--- src/rtl/svm_sequencer_if.sv ---
// Bundle between the dwell-time calculator, the SVM sequencer and the gate-drive stage.
// The master side supplies sector/dwell times and observes the switching pattern.
interface svm_sequencer_if #(
  parameter int TW = 15
);
  logic [2:0]    SECTOR_IN;
  logic [TW-1:0] T_0;
  logic [TW-1:0] T_1;
  logic [TW-1:0] T_2;
  logic [TW-1:0] T_7;
  logic          MODE;
  logic [2:0]    SECTOR_OUT;
  logic [2:0]    PHASE;
  logic          U_0;
  logic          U_1;
  logic          U_2;
  logic          U_7;
  logic          SYNC;
  logic          ERR;

  modport master (
    output SECTOR_IN, T_0, T_1, T_2, T_7, MODE,
    input  SECTOR_OUT, PHASE, U_0, U_1, U_2, U_7, SYNC, ERR
  );

  modport slave (
    input  SECTOR_IN, T_0, T_1, T_2, T_7, MODE,
    output SECTOR_OUT, PHASE, U_0, U_1, U_2, U_7, SYNC, ERR
  );
endinterface

--- src/rtl/svm_sequencer.sv ---
// Centre-aligned space-vector PWM sequencer: latches dwell times once per sample
// period and emits the 7- or 5-segment switching pattern with one-hot vector flags.
module svm_sequencer #(
  parameter int TW     = 15,
  parameter int PERIOD = 10000,
  parameter int CW     = 16
) (
  input logic            CLK,
  input logic            RST,
  svm_sequencer_if.slave bus
);

  localparam int SW = TW + 2;
  localparam int XW = (CW > SW) ? CW : SW;
  localparam logic [CW-1:0] LAST  = CW'(PERIOD - 1);
  localparam logic [SW-1:0] PER_S = SW'(PERIOD);

  typedef enum logic [1:0] {SEG_V0, SEG_VA, SEG_VB, SEG_V7} seg_t;

  function automatic logic [2:0] vec_of(input logic [2:0] idx);
    case (idx)
      3'd1:    vec_of = 3'b100;
      3'd2:    vec_of = 3'b110;
      3'd3:    vec_of = 3'b010;
      3'd4:    vec_of = 3'b011;
      3'd5:    vec_of = 3'b001;
      3'd6:    vec_of = 3'b101;
      default: vec_of = 3'b000;
    endcase
  endfunction

  logic [CW-1:0] cnt;
  logic [2:0]    sec_p0;
  logic          fault_p0;
  logic [SW-1:0] b1_p0, b2_p0, b3_p0, b4_p0, b5_p0, b6_p0;

  logic [SW-1:0] sum, h0, h1, h2, h7;
  logic [SW-1:0] b1, b2, b3, b4, b5, b6;
  logic          fault;

  // Latch-time arithmetic; widths carry the full four-way sum so overruns are never masked.
  always_comb begin
    sum   = SW'(bus.T_0) + SW'(bus.T_1) + SW'(bus.T_2) + SW'(bus.T_7);
    fault = (sum > PER_S) || (bus.SECTOR_IN > 3'd5);
    h1    = SW'(bus.T_1 >> 1);
    h2    = SW'(bus.T_2 >> 1);
    if (bus.MODE) begin
      h0 = (SW'(bus.T_0) + SW'(bus.T_7)) >> 1;
      h7 = '0;
    end else begin
      h0 = SW'(bus.T_0 >> 1);
      h7 = SW'(bus.T_7 >> 1);
    end
    b1 = h0;
    b2 = b1 + h1;
    b3 = b2 + h2;
    b4 = b3 + (h7 << 1);
    b5 = b4 + h2;
    b6 = b5 + h1;
  end

  logic [XW-1:0] c;
  seg_t          seg;

  always_comb begin
    c = XW'(cnt);
    if (fault_p0 || c < XW'(b1_p0) || c >= XW'(b6_p0)) seg = SEG_V0;
    else if (c < XW'(b2_p0))                            seg = SEG_VA;
    else if (c < XW'(b3_p0))                            seg = SEG_VB;
    else if (c < XW'(b4_p0))                            seg = SEG_V7;
    else if (c < XW'(b5_p0))                            seg = SEG_VB;
    else                                                seg = SEG_VA;
  end

  logic [2:0] t1_vec, t2_vec, phase_n;
  logic [3:0] u_n;

  // Odd sectors swap Va/Vb so every boundary flips exactly one leg; u_n is {U_7,U_2,U_1,U_0}.
  always_comb begin
    t1_vec  = vec_of(sec_p0 + 3'd1);
    t2_vec  = vec_of((sec_p0 == 3'd5) ? 3'd1 : sec_p0 + 3'd2);
    phase_n = 3'b000;
    u_n     = 4'b0001;
    case (seg)
      SEG_VA: begin
        phase_n = sec_p0[0] ? t2_vec  : t1_vec;
        u_n     = sec_p0[0] ? 4'b0100 : 4'b0010;
      end
      SEG_VB: begin
        phase_n = sec_p0[0] ? t1_vec  : t2_vec;
        u_n     = sec_p0[0] ? 4'b0010 : 4'b0100;
      end
      SEG_V7: begin
        phase_n = 3'b111;
        u_n     = 4'b1000;
      end
      default: begin
        phase_n = 3'b000;
        u_n     = 4'b0001;
      end
    endcase
  end

  // Stage boundary: counter, period latch and registered outputs share one edge.
  always_ff @(posedge CLK) begin
    if (RST) begin
      cnt            <= '0;
      sec_p0         <= '0;
      fault_p0       <= 1'b0;
      b1_p0          <= '0;
      b2_p0          <= '0;
      b3_p0          <= '0;
      b4_p0          <= '0;
      b5_p0          <= '0;
      b6_p0          <= '0;
      bus.PHASE      <= 3'b000;
      bus.U_0        <= 1'b0;
      bus.U_1        <= 1'b0;
      bus.U_2        <= 1'b0;
      bus.U_7        <= 1'b0;
      bus.SYNC       <= 1'b0;
      bus.SECTOR_OUT <= 3'd0;
      bus.ERR        <= 1'b0;
    end else begin
      cnt <= (cnt == LAST) ? '0 : cnt + CW'(1);
      if (cnt == LAST) begin
        sec_p0   <= bus.SECTOR_IN;
        fault_p0 <= fault;
        b1_p0    <= b1;
        b2_p0    <= b2;
        b3_p0    <= b3;
        b4_p0    <= b4;
        b5_p0    <= b5;
        b6_p0    <= b6;
      end
      bus.PHASE <= phase_n;
      bus.U_0   <= u_n[0];
      bus.U_1   <= u_n[1];
      bus.U_2   <= u_n[2];
      bus.U_7   <= u_n[3];
      bus.SYNC  <= (cnt == '0);
      if (cnt == '0) begin
        bus.SECTOR_OUT <= sec_p0;
        bus.ERR        <= fault_p0;
      end
    end
  end

endmodule

--- src/flat_wrapper.sv ---
// flat-port wrapper written by rule: the top's interface ports become plain ports
module svm_sequencer_flat 
#(
  parameter int TW     = 15,
  parameter int PERIOD = 10000,
  parameter int CW     = 16
)
  (CLK, RST, bus_SECTOR_IN, bus_T_0, bus_T_1, bus_T_2, bus_T_7, bus_MODE, bus_SECTOR_OUT, bus_PHASE, bus_U_0, bus_U_1, bus_U_2, bus_U_7, bus_SYNC, bus_ERR);
  svm_sequencer_if #(.TW(TW)) bus_i ();
  input logic CLK;
  input logic RST;
  input wire logic [$bits(bus_i.SECTOR_IN)-1:0] bus_SECTOR_IN;
  input wire logic [$bits(bus_i.T_0)-1:0] bus_T_0;
  input wire logic [$bits(bus_i.T_1)-1:0] bus_T_1;
  input wire logic [$bits(bus_i.T_2)-1:0] bus_T_2;
  input wire logic [$bits(bus_i.T_7)-1:0] bus_T_7;
  input wire logic [$bits(bus_i.MODE)-1:0] bus_MODE;
  output wire logic [$bits(bus_i.SECTOR_OUT)-1:0] bus_SECTOR_OUT;
  output wire logic [$bits(bus_i.PHASE)-1:0] bus_PHASE;
  output wire logic [$bits(bus_i.U_0)-1:0] bus_U_0;
  output wire logic [$bits(bus_i.U_1)-1:0] bus_U_1;
  output wire logic [$bits(bus_i.U_2)-1:0] bus_U_2;
  output wire logic [$bits(bus_i.U_7)-1:0] bus_U_7;
  output wire logic [$bits(bus_i.SYNC)-1:0] bus_SYNC;
  output wire logic [$bits(bus_i.ERR)-1:0] bus_ERR;
  assign bus_i.SECTOR_IN = bus_SECTOR_IN;
  assign bus_i.T_0 = bus_T_0;
  assign bus_i.T_1 = bus_T_1;
  assign bus_i.T_2 = bus_T_2;
  assign bus_i.T_7 = bus_T_7;
  assign bus_i.MODE = bus_MODE;
  assign bus_SECTOR_OUT = bus_i.SECTOR_OUT;
  assign bus_PHASE = bus_i.PHASE;
  assign bus_U_0 = bus_i.U_0;
  assign bus_U_1 = bus_i.U_1;
  assign bus_U_2 = bus_i.U_2;
  assign bus_U_7 = bus_i.U_7;
  assign bus_SYNC = bus_i.SYNC;
  assign bus_ERR = bus_i.ERR;
  svm_sequencer #(.TW(TW), .PERIOD(PERIOD), .CW(CW)) u_core (.CLK(CLK), .RST(RST), .bus(bus_i));
endmodule
--- config.mk ---
export PLATFORM = sky130hd
export DESIGN_NAME = svm_sequencer_flat
export DESIGN_NICKNAME = d
export VERILOG_FILES = /design/src/rtl/svm_sequencer_if.sv /design/src/rtl/svm_sequencer.sv /design/src/flat_wrapper.sv
export SDC_FILE = /design/constraint.sdc
export NUM_CORES = 1
export LEC_CHECK = 0
export CAP_MARGIN = 10
export CORE_MARGIN = 2
export CORE_UTILIZATION = 35
export CTS_CLUSTER_SIZE = 14
export DETAILED_ROUTE_END_ITERATION = 6
export GPL_ROUTABILITY_DRIVEN = 0
export PLACE_DENSITY_LB_ADDON = 0.1
export SETUP_SLACK_MARGIN = 0.1
export SYNTH_ARGS = -nofsm -noshare
export SYNTH_HDL_FRONTEND = slang
export SYNTH_SLANG_ARGS = --single-unit
export TNS_END_PERCENT = 20
--- constraint.sdc ---
create_clock -name CLK -period 8 [get_ports CLK]
set_input_delay 1.2 -clock CLK [delete_from_list [all_inputs] [get_ports CLK]]
set_output_delay 1.2 -clock CLK [all_outputs]
set_load 0.05 [all_outputs]
Word level (Yosys, flattened, before mapping)
Index checks and enable logic that the tools add are counted.
{"block": "op_classes", "mux": 16, "n_eq_ne": 17, "add_sub_neg": 12, "n_lt_le_gt_ge": 8, "reduce_logical": 5}
{"operator": "16-bit by 17-bit < comparator with 1-bit output", "n": 5}
{"operator": "17-bit by 14-bit adder with 17-bit output", "n": 4}
{"operator": "3-bit one-hot mux with 6 select lines", "n": 2}
{"operator": "17-bit by 15-bit adder with 17-bit output", "n": 2}
{"operator": "15-bit by 15-bit adder with 16-bit output", "n": 2}
{"operator": "3-bit equality test (second input constant)", "n": 7}
{"operator": "17-bit adder", "n": 1}
{"operator": "16-bit by 17-bit >= comparator with 1-bit output", "n": 1}
{"operator": "17-bit by 14-bit > comparator with 1-bit output (second input constant)", "n": 1}
{"operator": "16-bit by 1-bit adder with 16-bit output (second input constant)", "n": 1}
{"operator": "16-bit by 14-bit equality test with 1-bit output (second input constant)", "n": 1}
{"operator": "16-bit zero test", "n": 1}
{"operator": "15-bit two-way mux", "n": 1}
{"operator": "3-bit two-way mux", "n": 5}
{"operator": "14-bit two-way mux", "n": 1}
{"operator": "3-bit by 2-bit equality test with 1-bit output (second input constant)", "n": 4}
{"operator": "4-bit one-hot mux with 3 select lines", "n": 1}
{"operator": "2-bit two-way mux", "n": 5}
{"operator": "3-bit one-hot mux with 3 select lines", "n": 1}
{"operator": "3-bit by 1-bit equality test with 1-bit output (second input constant)", "n": 2}
{"operator": "2-bit equality test (second input constant)", "n": 2}
{"operator": "3-bit by 1-bit adder with 3-bit output (second input constant)", "n": 1}
{"operator": "3-bit by 2-bit adder with 3-bit output (second input constant)", "n": 1}
{"operator": "3-bit > comparator (second input constant)", "n": 1}
{"operator": "3 further kinds", "n": 5}
{"block": "word_totals", "in_bits": 66, "reg_bits": 134, "wordCells": 75, "output_inout_bits": 12}

Longest topological paths before layout
Gate-level depths: netlist of the first run.
{"block": "depth", "word_depth": 8, "depth_mapped": 39, "mapped_depth_nobuf": 39}

Least setup slack after synthesis of the first run
OpenSTA, ideal clock, no wires.
{"block": "synth_path", "path_kind": "input -> register", "startpoint": "input port bus_T_7[2]", "endpoint": "register u_core.b6_p0[16]", "setup_ns": 0.079, "required_time_ns": 7.921, "stages": 33, "arrival_time_ns": 7.776, "setup_slack_ns": 0.144, "n_path_buf": 0, "path_cell_list": "ha_1 > nor2b_1 > o21a_1 > nor2_1 > o21bai_1 > a21o_1 > xor2_1 > mux2_2 > ha_1 > o211ai_1 > a21oi_2 > and2b_2 > o21ai_0 > xor2_1 > ha_1 > a21boi_1 > o311a_1 > xor2_1 > ha_1 > and3_1 > a21oi_1 > o21ai_1 > or4_1 > nand2_1 > xnor2_1 > ha_1 > or4_1 > o21a_1 > a41o_1 > xor2_1 > nand3_1 > xnor2_1 > a211oi_2"}
{"block": "synth_between", "elab_chain_len": 7, "word_cells_on_any_way": 8, "cone_classes": "6 x add/sub; 2 x mux"}
{"item": "start: declaration", "line": "flat_wrapper.sv:16", "text": "input wire logic [$bits(bus_i.T_7)-1:0] bus_T_7;"}
{"item": "15-bit by 15-bit adder with 16-bit output", "line": "svm_sequencer.sv:48", "text": "h0 = (SW'(bus.T_0) + SW'(bus.T_7)) >> 1;"}
{"item": "15-bit two-way mux", "line": "svm_sequencer.sv:47", "text": "if (bus.MODE) begin"}
{"item": "named net u_core.b1[5]", "line": "svm_sequencer.sv:38", "text": "logic [SW-1:0] b1, b2, b3, b4, b5, b6;"}
{"item": "17-bit by 14-bit adder with 17-bit output", "line": "svm_sequencer.sv:55", "text": "b2 = b1 + h1;"}
{"item": "named net u_core.b2[8]", "line": "svm_sequencer.sv:38"}
{"item": "17-bit by 14-bit adder with 17-bit output", "line": "svm_sequencer.sv:56", "text": "b3 = b2 + h2;"}
{"item": "named net u_core.b3[10]", "line": "svm_sequencer.sv:38"}
{"item": "17-bit adder", "line": "svm_sequencer.sv:57", "text": "b4 = b3 + (h7 << 1);"}
{"item": "named net u_core.b4[13]", "line": "svm_sequencer.sv:38"}
{"item": "17-bit by 14-bit adder with 17-bit output", "line": "svm_sequencer.sv:58", "text": "b5 = b4 + h2;"}
{"item": "17-bit by 14-bit adder with 17-bit output", "line": "svm_sequencer.sv:59", "text": "b6 = b5 + h1;"}
{"item": "end signal: assignment", "line": "svm_sequencer.sv:115", "text": "b6_p0 <= '0;"}
{"item": "end signal: assignment", "line": "svm_sequencer.sv:134", "text": "b6_p0 <= b6;"}
{"item": "end: declaration", "line": "svm_sequencer.sv:35", "text": "logic [SW-1:0] b1_p0, b2_p0, b3_p0, b4_p0, b5_p0, b6_p0;"}
The timed path passes the listed nets, and every way through them passes these cells.
A chain may end at the register's enable or synchronous reset.

Final worst setup path of the first run
{"block": "layout_path", "startpoint": "input port bus_T_0[2]", "endpoint": "register u_core.b6_p0[15]"}
{"block": "layout_between", "elab_chain_len": 7}
{"item": "start: declaration", "line": "flat_wrapper.sv:13", "text": "input wire logic [$bits(bus_i.T_0)-1:0] bus_T_0;"}
{"item": "15-bit by 15-bit adder with 16-bit output", "line": "svm_sequencer.sv:48"}
{"item": "15-bit two-way mux", "line": "svm_sequencer.sv:47"}
{"item": "named net u_core.b1[5]", "line": "svm_sequencer.sv:38"}
{"item": "17-bit by 14-bit adder with 17-bit output", "line": "svm_sequencer.sv:55"}
{"item": "named net u_core.b2[6]", "line": "svm_sequencer.sv:38"}
{"item": "17-bit by 14-bit adder with 17-bit output", "line": "svm_sequencer.sv:56"}
{"item": "named net u_core.b3[9]", "line": "svm_sequencer.sv:38"}
{"item": "17-bit adder", "line": "svm_sequencer.sv:57"}
{"item": "named net u_core.b4[10]", "line": "svm_sequencer.sv:38"}
{"item": "17-bit by 14-bit adder with 17-bit output", "line": "svm_sequencer.sv:58"}
{"item": "named net u_core.b5[11]", "line": "svm_sequencer.sv:38"}
{"item": "17-bit by 14-bit adder with 17-bit output", "line": "svm_sequencer.sv:59"}
The timed path passes the listed nets, and every way through them passes these cells.

==> metrics.txt, run 1 <==
status finished clean; Die H 194.1 um; placed instance area 0.01555 sq mm; Cells after Synth 1631; initial antenna violation count 0; Non-Filler Instances 2429; largest net degree at the start of global routing 86; first-pass GRT wire length 61.34 mm; DP Wirelength 29.92 mm; FFs w/ async S/R, synth 0%; Synth Flop Type dfxtp_1; P&R area growth vs syn 33.70%; commonest non-fill, non-tap cell in the layout buf_4; XOR/XNOR Fraction of Synth Area 6.971%; Mean Syn Cell Area 7.759 sq um; Synth cell types 86; syn nets 1929; # IOs 78; ant diodes 0; hold path start u_core.b6_p0[9]; met2 wire length 17.25 mm; FF+latch count, synth 130; Power Density 418.9 mW/mm^2; CP max stage cell ha_2; NumNets Final 2253; CP endpoint kind flop; worst r2r src u_core.cnt[5]; largest family of logic cells by synthesized area adder cells; ranking of synthesized cells by area ha_1, dfxtp_1, a21oi_1; most frequent cells in the layout buf_4, inv_1, ha_1; CP arrival 8.07 ns; die area 0.03769 sq mm; Worst EP required 8.33 ns; CTS tree done; worst-path maximum fanout 4; flop-to-flop setup slack 4.24 ns; Clock Path Buffers 2; Simple-Gate Fraction of Synth Area 16.96%; root buf cell clkbuf_16; Hold Path Class reg -> reg; H-tree depth 4; Fin. Hold Viols 0; Synth Area in Compound Gates 23.08%; GRT Resource Usage Total 20.31%; achievable frequency 0.1293 GHz; initial DRC count 470; core area 0.03557 sq mm; CTS Sinks 130; post-synthesis mux area share 0.9492%; drt total wl 37.78 mm; Max Slew Vio Count 0; drt pass-1 iters 5; Worst Setup Start Kind input pin; met3 wire length 1.222 mm; DR WL/cell 15.55 um; Seq/Total Area, Yosys 20.57%; worst-margin pin slew 0.9572 ns; met1 WL 18.65 mm; Placement Setup Slack -0.8667 ns; Worst VDD drop 0.0003655 V; share of the synthesized area in the top cell type 20.66%; RSZ-0062 raised after global routing yes; Setup TNS 0 ns; antenna viol nets, final 0; max-cap violation count 0; adder-cell share of the synthesized area 24.30%; # DRC 0; Hold-fix buffers, CTS 0; Worst Clk Skew 0.01196 ns; row cnt 69; Core Util, Final 47.57%; Reg-to-Reg End u_core.bus.PHASE[0]; worst reg2reg path depth 12; Starting Density 35.58%; vias per cell 4.968; vias in the first global route 12060; fin crit share 96.68%; setup ws final 0.2653 ns; crit-path most repeated cell o21a_1; GRT overflow 0; Synth area leader ha_1; Max stage delay on crit path 0.36 ns; EDFF count, synth 0; Top Layer Used met4; final instance area 0.01692 sq mm; Tmin final 7.735 ns; total CTS buffers 17; Post-Syn Area 0.01265 sq mm; Worst-path clk slew 0.06 ns; Leak Pwr 7.550 nW; count of final setup violators 0; CP Class in -> reg; Cells after DPL 2353; die width 194.1 um; total number of vias 12070; Synthesis Warnings 0; later-pin clock latency in the skew report 0.43 ns; WHS Endpoint u_core.b6_p0[9]; Hold Path Depth 2; slew margin rel. 36.19%; Port Buffers 77; layout cell share with drive strength beyond 1 21.65%
layout make-up:
class,instances,area [sq um]
clock buffers,23,467.9
clock inverters,9,81.33
fillers,3595,18650
inverters,200,753.2
multi-input cells,1259,9633
flip-flops and latches,130,2603
well taps,461,576.8
repair buffers,347,2804
cells in the mapped netlist (all sizes together), types with 6 or more instances:
master,n
a211oi,34
a21o,60
a21oi,174
and3,11
clkbuf,40
dfxtp,130
fa,23
ha,209
inv,200
mux2,8
nand2,184
nand2b,18
nand3,23
nand4,14
nor2,142
nor2b,16
nor3,29
nor4,6
o211ai,8
o21a,28
o21ai,59
o21bai,15
or2,6
or3,7
xnor2,62
xor2,37
metrics by stage:
stage	hold WS [ns]	power, mW
2_1_floorplan	0.4319	3.548
4_1_cts	0.4531	6.721
5_1_grt	0.4669	7.727
3_5_place_dp	0.4451	5.743
6_report	0.4514	7.087
3_3_place_gp	0.4382	5.706
worst max-delay path by stage:
stage | startpoint | endpoint | slack, ns | cells past startpoint
global route | bus_T_0[2] | u_core.b6_p0[15] | -0.11 | 37
global placement | bus_T_7[1] | u_core.b6_p0[15] | -0.85 | 37
finish | bus_T_0[2] | u_core.b6_p0[15] | 0.27 | 37
floorplan | bus_T_7[2] | u_core.b6_p0[16] | 0.14 | 33
detailed placement | bus_T_7[1] | u_core.b6_p0[15] | -0.87 | 37
CTS | bus_T_0[1] | u_core.b6_p0[16] | 0.10 | 38
routing by layer:
layer	vias up	track usage (%)
met5	-	0
met4	0	5.696
met3	34	2.783
met2	165	34.18
met1	5575	27.09
li1	6294	-
repair_timing:
action	in CTS	in global routing
setup endpoints to repair	9	10
setup buffers	27	17
pin swaps	51	59
resized for setup	60	74
cells by family after synthesis:
logic type	count (synthesis)
AND/OR/NAND/NOR	474
AO/OA/AOI/OAI	443
buffers and inverters	242
adder cells (fa/ha/maj)	232
flip-flops	130
XOR/XNOR	99
multiplexers	11
worst max-delay path, delay by kind of cell:
kind,cells,cell delay [ns]
simple gates,9,1.32
buf+inv,1,0.13
compound gates,14,2.54
fa+ha+maj,6,1.63
mux,1,0.28
xor+xnor,6,0.96
state kept, by name, summed over array words and instances (netlist names):
signal,cells
u_core.b4_p0,17
u_core.b5_p0,17
u_core.b6_p0,17
u_core.b2_p0,16
u_core.b3_p0,16
u_core.cnt,16
u_core.b1_p0,15
u_core.bus.PHASE,3
u_core.bus.SECTOR_OUT,3
u_core.sec_p0,3
u_core.bus.ERR,1
u_core.bus.SYNC,1
u_core.bus.U_0,1
u_core.bus.U_1,1
u_core.bus.U_2,1
u_core.bus.U_7,1
u_core.fault_p0,1
power breakdown:
group	total, mW	internal (mW)	switching, mW
registers	0.658	0.652	0.00517
logic	5.69	3.15	2.54
clock network	0.743	0.442	0.301
total	7.09	4.24	2.84
No activity file was read; power rests on OpenSTA's default activity.
==> run 2: changes to the inputs <==
--- a/config.mk
+++ b/config.mk
@@ -6,7 +6,6 @@
 export NUM_CORES = 1
 export LEC_CHECK = 0
 export CAP_MARGIN = 10
-export CORE_MARGIN = 2
 export CORE_UTILIZATION = 35
 export CTS_CLUSTER_SIZE = 14
 export DETAILED_ROUTE_END_ITERATION = 6
==> run 2 against run 1 <==
Net effect: first-iteration DRC count is 10% higher; final cell count is 0.33% lower; power is 0.46% lower; design area is 0.30% lower; die area is 2.0% lower; flip-flop and latch count stayed put; non-clock buffer count is 7 lower; wire length is 0.95% higher; worst hold slack better by 0.00054 ns; largest cell class unchanged.
==> metrics.txt, run 2 (synthesized netlist as in run 1, its figures left out) <==
status finished clean; CP max stage cell or4_4; Max stage delay on crit path 0.53 ns (+0.17 ns); Hold-fix buffers, CTS 0 (unchanged); slew margin rel. 27.22% (-9.0 points); hold path start u_core.b6_p0[6]; Worst VDD drop 0.0003163 V (-13%); first-pass GRT wire length 60.66 mm (-1.1%); drt total wl 38.14 mm (+0.95%); core area 0.03557 sq mm (unchanged); Worst Clk Skew 0.008895 ns (-0.003065 ns); Leak Pwr 7.502 nW (-0.63%); total CTS buffers 17 (unchanged); vias in the first global route 11860 (-1.6%); GRT overflow 0 (unchanged); achievable frequency 0.1300 GHz (+0.57%); CTS tree done; DR WL/cell 15.75 um (+1.3%); most frequent cells in the layout buf_4, inv_1, ha_1; P&R area growth vs syn 33.29%; CTS Sinks 130 (unchanged); initial antenna violation count 0 (unchanged); commonest non-fill, non-tap cell in the layout buf_4; Worst Setup Start Kind input pin; WHS Endpoint u_core.b6_p0[6]; Hold Path Depth 2 (unchanged); # IOs 78 (unchanged); DP Wirelength 29.89 mm (about the same); Port Buffers 77 (unchanged); Reg-to-Reg End u_core.bus.PHASE[0]; flop-to-flop setup slack 4.26 ns (+0.02 ns); largest net degree at the start of global routing 95 (+10%); total number of vias 12090 (+0.19%); root buf cell clkbuf_16; Hold Path Class reg -> reg; Worst-path clk slew 0.06 ns (about the same); antenna viol nets, final 0 (unchanged); Setup TNS 0 ns (unchanged); Max Slew Vio Count 0 (unchanged); worst reg2reg path depth 12 (unchanged); worst-margin pin slew 1.092 ns (+0.1346 ns); Clock Path Buffers 2 (unchanged); GRT Resource Usage Total 21.16% (+0.85 points); CP endpoint kind flop; worst r2r src u_core.cnt[5]; CP arrival 7.96 ns (-0.11 ns); fin crit share 96.14% (-0.55 points); initial DRC count 519 (+10%); max-cap violation count 0 (unchanged); CP Class in -> reg; NumNets Final 2246 (-0.31%); RSZ-0062 raised after global routing yes; Tmin final 7.691 ns (-0.04381 ns); Die H 192.1 um (-1.0%); H-tree depth 4 (unchanged); die width 192.1 um (-1.0%); # DRC 0 (unchanged); row cnt 69 (unchanged); Cells after DPL 2350 (-0.13%); Non-Filler Instances 2421 (-0.33%); Design Power 7.054 mW (-0.46%); ant diodes 0 (unchanged); largest registers u_core.b4_p0: 17 flops, u_core.b5_p0: 17 flops, u_core.b6_p0: 17 flops; drt pass-1 iters 5 (unchanged); die area 0.03692 sq mm (-2.0%); layout cell share with drive strength beyond 1 21.38% (-0.27 points); count of final setup violators 0 (unchanged); Power Density 418.2 mW/mm^2 (-0.16%); worst-path maximum fanout 3 (-1); Starting Density 35.58% (unchanged); vias per cell 4.994 (+0.52%); Worst EP required 8.27 ns (-0.06 ns); later-pin clock latency in the skew report 0.44 ns (about the same); Fin. Hold Viols 0 (unchanged)
-- run 2: repair_timing --
item                       CTS  global route
resized for setup           70            63
pin swaps                   47            54
setup buffers               24            16
setup endpoints to repair    9             9
-- run 2: per-stage QoR --
step / area (sq um) / worst slack [ns] / utilization, % / hold WS, ns
after CTS: 16490 / 0.1009 / 46.36 / 0.4549
after global placement: 15530 / -0.8360 / 43.65 / 0.4388
after detailed placement: 15530 / -0.8565 / 43.65 / 0.4470
after global routing: 16870 / -0.03898 / 47.42 / 0.4686
after floorplan: 12650 / 0.1443 / - / 0.4319
final: 16870 / 0.3091 / 47.42 / 0.4520
-- run 2: how the worst max path moves through the flow --
| stage | from | end | slack [ns] | cells after the start |
|---|---|---|---|---|
| final | bus_T_0[2] | u_core.b6_p0[16] | 0.31 | 37 |
| after global routing | bus_T_0[2] | u_core.b6_p0[16] | -0.04 | 36 |
| after CTS | bus_T_0[1] | u_core.b6_p0[16] | 0.10 | 38 |
| after detailed placement | bus_T_7[1] | u_core.b6_p0[15] | -0.86 | 37 |
| after global placement | bus_T_7[1] | u_core.b6_p0[15] | -0.84 | 37 |
| after floorplan | bus_T_7[2] | u_core.b6_p0[16] | 0.14 | 33 |
-- run 2: cell type report --
type	count	area, sq um
Clock inverter	10	133.9
Inverter	200	750.7
Sequential cell	130	2603
Multi-Input combinational cell	1259	9628
Tap cell	461	576.8
Timing Repair Buffer	340	2715
Fill cell	3619	18700
Clock buffer	21	460.4
-- run 2: where the power goes --
part | internal [mW] | switching [mW]
Clock | 0.503 | 0.309
Combinational | 3.09 | 2.50
Sequential | 0.652 | 0.00519
-- run 2: critical path, delay by kind of cell --
| kind | cells | cell delay, ns |
|---|---|---|
| compound gates | 12 | 2.11 |
| xor+xnor | 6 | 0.90 |
| fa+ha+maj | 5 | 1.17 |
| buf+inv | 3 | 0.40 |
| mux | 1 | 0.29 |
| simple gates | 10 | 1.92 |
-- run 2: metal layers --
layer  up-vias  track usage [%]  part of all wire [%]  routed length (um)
li1       6272                -                     -                   -
met1      5653            28.54                    50               19110
met2       129            35.31                    46               17610
met3        37            2.576                   2.0                 747
met4         0            5.663                   1.7                 665
met5         -                0                     0                   0
